## src/rtl/branch_predictor.sv

```systemverilog
// Fetch-side bimodal predictor with a direct-mapped BTB, plus decode-stage
// misprediction detection, redirect generation and resolution statistics.
module branch_predictor #(
    parameter int          IDX_BITS = 6,
    parameter logic [1:0]  CTR_INIT = 2'b01
) (
    input  logic        clk,
    input  logic        reset,
    input  logic [31:0] IF_PC,
    output logic        IF_PredTaken,
    output logic [31:0] IF_PredPC,
    input  logic        ID_ResolveValid,
    input  logic [31:0] ID_PC,
    input  logic        ID_PredTaken,
    input  logic [31:0] ID_PredPC,
    input  logic        ID_ActualTaken,
    input  logic [31:0] ID_Target,
    input  logic        PCWrite,
    output logic        branch_mispredicted,
    output logic [31:0] redirect_pc,
    output logic [31:0] stat_branches,
    output logic [31:0] stat_mispredicts
);

    localparam int ENTRIES  = 1 << IDX_BITS;
    localparam int TAG_BITS = 32 - IDX_BITS - 2;

    // Saturating 2-bit counter step toward the resolved direction.
    function automatic logic [1:0] ctr_step(input logic [1:0] ctr, input logic taken);
        logic [1:0] nxt;
        if (taken) begin
            if (ctr == 2'b11) nxt = 2'b11;
            else              nxt = ctr + 2'b01;
        end else begin
            if (ctr == 2'b00) nxt = 2'b00;
            else              nxt = ctr - 2'b01;
        end
        return nxt;
    endfunction

    logic [1:0]          bht_q       [ENTRIES];
    logic                btb_valid_q [ENTRIES];
    logic [TAG_BITS-1:0] btb_tag_q   [ENTRIES];
    logic [31:0]         btb_tgt_q   [ENTRIES];
    logic [31:0]         stat_branches_q;
    logic [31:0]         stat_mispredicts_q;
    logic [31:0]         stat_branches_d;
    logic [31:0]         stat_mispredicts_d;

    logic [IDX_BITS-1:0] if_idx_s;
    logic [TAG_BITS-1:0] if_tag_s;
    logic                if_hit_s;
    logic                pred_taken_s;
    logic [31:0]         pred_pc_s;

    logic [IDX_BITS-1:0] id_idx_s;
    logic [TAG_BITS-1:0] id_tag_s;
    logic                mispredict_s;
    logic                upd_en_s;
    logic [1:0]          bht_d;
    logic [31:0]         redirect_s;

    // Fetch lookup: reads only registered state, so a same-cycle update is not seen.
    always_comb begin
        if_idx_s     = IF_PC[IDX_BITS+1:2];
        if_tag_s     = IF_PC[31:IDX_BITS+2];
        if_hit_s     = btb_valid_q[if_idx_s] && (btb_tag_q[if_idx_s] == if_tag_s);
        pred_taken_s = if_hit_s && bht_q[if_idx_s][1];
        if (pred_taken_s) begin
            pred_pc_s = btb_tgt_q[if_idx_s];
        end else begin
            pred_pc_s = IF_PC + 32'd4;
        end
    end

    // Decode resolution: mispredict is reported even while stalled.
    always_comb begin
        id_idx_s     = ID_PC[IDX_BITS+1:2];
        id_tag_s     = ID_PC[31:IDX_BITS+2];
        mispredict_s = ID_ResolveValid &&
                       ((ID_PredTaken != ID_ActualTaken) ||
                        (ID_ActualTaken && (ID_PredPC != ID_Target)));
        if (ID_ActualTaken) begin
            redirect_s = ID_Target;
        end else begin
            redirect_s = ID_PC + 32'd4;
        end
    end

    // Next-state for the counter and statistics; gated by PCWrite so a stalled branch counts once.
    always_comb begin
        upd_en_s = ID_ResolveValid && PCWrite;
        bht_d    = ctr_step(bht_q[id_idx_s], ID_ActualTaken);
        if (upd_en_s) begin
            stat_branches_d    = stat_branches_q + 32'd1;
            stat_mispredicts_d = stat_mispredicts_q + {31'd0, mispredict_s};
        end else begin
            stat_branches_d    = stat_branches_q;
            stat_mispredicts_d = stat_mispredicts_q;
        end
    end

    // Table and statistics state; reset clears every entry in one cycle.
    always_ff @(posedge clk) begin
        if (reset) begin
            for (int i = 0; i < ENTRIES; i++) begin
                bht_q[i]       <= CTR_INIT;
                btb_valid_q[i] <= 1'b0;
            end
            stat_branches_q    <= 32'd0;
            stat_mispredicts_q <= 32'd0;
        end else begin
            if (upd_en_s) begin
                bht_q[id_idx_s] <= bht_d;
                if (ID_ActualTaken) begin
                    btb_valid_q[id_idx_s] <= 1'b1;
                    btb_tag_q[id_idx_s]   <= id_tag_s;
                    btb_tgt_q[id_idx_s]   <= ID_Target;
                end
            end
            stat_branches_q    <= stat_branches_d;
            stat_mispredicts_q <= stat_mispredicts_d;
        end
    end

    assign IF_PredTaken        = pred_taken_s;
    assign IF_PredPC           = pred_pc_s;
    assign branch_mispredicted = mispredict_s;
    assign redirect_pc         = redirect_s;
    assign stat_branches       = stat_branches_q;
    assign stat_mispredicts    = stat_mispredicts_q;

endmodule

```

## config.mk

```make
export PLATFORM = sky130hd
export DESIGN_NAME = branch_predictor
export DESIGN_NICKNAME = d
export VERILOG_FILES = /design/src/rtl/branch_predictor.sv
export SDC_FILE = /design/constraint.sdc
export NUM_CORES = 2
export LEC_CHECK = 0
export ABC_CLOCK_PERIOD_IN_PS = 15530
export CAP_MARGIN = 0
export CORE_MARGIN = 1
export CORE_UTILIZATION = 55
export DETAILED_ROUTE_END_ITERATION = 6
export PLACE_DENSITY = 0.76
export SYNTH_ARGS = -nofsm -noshare
export SYNTH_HDL_FRONTEND = slang
export SYNTH_SLANG_ARGS = --single-unit
export TNS_END_PERCENT = 50
```

## constraint.sdc

```tcl
create_clock -name clk -period 15.53 [get_ports clk]
set_clock_uncertainty 0.05 [all_clocks]
set_input_delay 3.106 -clock clk [delete_from_list [all_inputs] [get_ports clk]]
set_output_delay 3.106 -clock clk [all_outputs]
set_load 0.01 [all_outputs]
```

==> impl_metrics.json <==
{
  "timing.setup.tns_ns": 0,
  "first_global_vias": 81931,
  "ant_nets": 0,
  "final-max-slew-violation-count": 0,
  "drt_pass1_iterations": 6,
  "dp_hpwl_um": 253000,
  "cp_cell_sequence": "buf_6 -> buf_4 -> and2_1 -> nand3_1 -> nor3_1 -> and2_1 -> nor2b_1 -> and2_1 -> or3b_2 -> xnor2_1 -> mux2_2 -> clkdlybuf4s50_1",
  "power.leakage_nw": 53.8,
  "ys_types": 79,
  "grt_setup_unrepaired": "no",
  "multiInputGateArea_um2": 34900,
  "whs_ns": 0.400,
  "synth_seq_area_share": 0.757,
  "path_delay_family": "simple AND/OR/NAND/NOR gates",
  "grt_max_degree": 145,
  "wl_per_cell_um": 42.1,
  "final_cells": 11399,
  "grtUsageTotal": 0.347,
  "synth_ff_type": "edfxtp_1",
  "drive_gt1_frac": 0.266,
  "pre_cts_ws_ns": 3.20,
  "numCtsBuffers": 380,
  "clock.fmax_ghz": 0.0785,
  "max_stage_delay_ns": 0.84,
  "n_fill_cell": 17404,
  "fp.dieW_um": 525,
  "fp-row-count": 191,
  "yosys-top-cells-area": "edfxtp_1 74%, mux4_2 16%, dfxtp_1 1.7%, mux2i_1 0.92%, xor2_1 0.54%",
  "cts_root_buf": "clkbuf_16",
  "start_util": 0.555,
  "die_area_um2": 276000,
  "max_slew.worst_pin.slew_ns": 1.44,
  "area_growth_pct": 13.2,
  "async_flop_share": 0,
  "seqCellArea_um2": 114000,
  "vias": 83099,
  "core_area_um2": 271000,
  "drtIter0Drc": 15558,
  "comb_power_share": 0.054,
  "power_switching_mw": 4.77,
  "crit_path_start_kind": "primary input",
  "power.share.clock": 0.425,
  "required_ns": 12.37,
  "htreeDepth": 5,
  "antenna_found_initial": 34,
  "p_sw_frac": 0.218,
  "cp_slowest_cell": "xnor2_1",
  "period_share": 0.820,
  "drc": 0,
  "cp-end-kind": "primary output",
  "via_per_inst": 7.29,
  "path_buf_inv": 3,
  "overflow": 0,
  "powerDensity_nw_per_um2": 128,
  "crit_arrival_ns": 9.58,
  "relSlewSlack": 0.0412,
  "power.internal_mw": 17.1,
  "place_inst": 10693,
  "drv_cap": 0,
  "syn_inst": 7008,
  "post_cts_buffers": 0,
  "crit_path_max_fanout": 37,
  "holdBufCountCts": 0,
  "synth_edf_count": 3712,
  "num-nets-final": 7644,
  "avgSynthCellArea_um2": 21.5,
  "netlist_area_um2": 151000,
  "pwr-share-seq": 0.521,
  "grt_pass1_wl_um": 655000,
  "insertion_delay_ns": 0.94,
  "min_period_ns": 12.74,
  "critical_path_class": "primary input to primary output",
  "portBuffers": 263,
  "wl_um": 480000,
  "gp_congestion": 0.905,
  "yosys.area.top_type": "edfxtp_1",
  "ir_worst_vdd_mv": 0.107,
  "synth.top_cell.area_share": 0.740,
  "outcome": "complete, no violations",
  "hold_path_class": "flip-flop to flip-flop",
  "clkSinkCount": 3840,
  "path_clk_slew_ns": 0.06,
  "yosysWarningCount": 0,
  "ioPinCount": 264,
  "synth_common_cells": "3712 x edfxtp_1, 1042 x mux4_2, 210 x nand2_1",
  "cts_tree": "done",
  "cts_resized": 0,
  "clockBufferDepth": 4,
  "setup_viol": 0,
  "setup_ws_ns": 2.79,
  "critPathMostFrequentCell": "and2_1",
  "finalHoldViolCount": 0,
  "ys_seq_elements": 3840,
  "syn_nets": 7147,
  "yosysMostFrequentCell": "edfxtp_1",
  "die_y_um": 525
}
==> worst paths after layout <==
path	from	endpoint	slack, ns	cells past startpoint
setup / recovery	IF_PC[6]	IF_PredPC[31]	2.79	12
setup reg to reg	bht_q[58][1]	bht_q[49][0]	12.02	7
hold / removal	btb_valid_q[47]	btb_valid_q[47]	0.40	1
hold reg to reg	btb_valid_q[47]	btb_valid_q[47]	0.40	1
==> layout by cell type, fill, tap and decap left out, types with 61 or more instances in the layout <==
master | netlist | layout
edfxtp_1 | 3712 | 3712
mux4_2 | 1042 | 1042
clkbuf_16 | 0 | 390
buf_4 | 30 | 275
nand2_1 | 210 | 210
clkdlybuf4s50_1 | 0 | 199
mux2i_1 | 139 | 139
dfxtp_1 | 128 | 128
nor2_1 | 136 | 125
o21ai_0 | 125 | 124
nand3_1 | 115 | 115
a22oi_1 | 104 | 104
xor2_1 | 92 | 92
clkinv_2 | 0 | 77
clkinv_1 | 2 | 76
nor3_1 | 127 | 70
a21o_1 | 65 | 65
xnor2_1 | 61 | 61
clkbuf_1 | 200 | 61
==> registers in the layout (all words and copies together) (netlist names) <==
name / cells
bht_q: 128
btb_tag_q: 1536
btb_tgt_q: 2048
btb_valid_q: 64
stat_branches: 32
stat_mispredicts: 32
==> power groups by stage <==
stage	Sequential, mW	Combinational (mW)	Clock (mW)
final	11.4	1.17	9.27
after CTS	11.4	1.14	9.26
after detailed placement	11.6	1.12	0
after global placement	11.6	1.10	0
after global routing	11.4	1.19	9.63
after floorplan	11.6	0.618	0
==> layout make-up <==
class	count	area share
diodes	17	0.000250
clock buffers	462	0.0595
clock inverters	227	0.0132
inverters	15	0.000404
multi-input cells	2724	0.205
flip-flops and latches	3840	0.669
well taps	3570	0.0262
repair buffers	544	0.0268
==> metrics by stage <==
| step | power, mW | util | area [µm²] |
|---|---|---|---|
| global placement | 12.7 | 0.582 | 158000 |
| CTS | 21.8 | 0.628 | 170000 |
| floorplan | 12.2 | - | 151000 |
| detailed placement | 12.7 | 0.582 | 158000 |
| finish | 21.8 | 0.628 | 170000 |
| global route | 22.2 | 0.628 | 170000 |
==> per-layer routing <==
| layer | track usage | vias up | part of all wire |
|---|---|---|---|
| met4 | 0.226 | 26 | 0.080 |
| li1 | - | 30523 | - |
| met3 | 0.105 | 1840 | 0.16 |
| met5 | 0 | - | 0.00035 |
| met2 | 0.519 | 8273 | 0.45 |
| met1 | 0.443 | 42437 | 0.31 |
==> worst register-to-register path, stage by stage (launching register included) <==
cell and delay [ns]:
edfxtp_1 0.38, a22o_1 0.23, a221oi_1 0.27, a31oi_1 0.17, nor4_1 0.47, and3_1 0.26, maj3_2 1.09, nand3_1 0.23
==> cell families after synthesis <==
group,synth area share
xor gates and xnor gates,0.00890
and+or+nand+nor,0.0264
DFF,0.757
muxes,0.170
adders and majority gates,0.000549
AOI/OAI and AO/OA,0.0230
buffers and inverters,0.0135
Note: power is estimated with default switching activity, not from simulation.
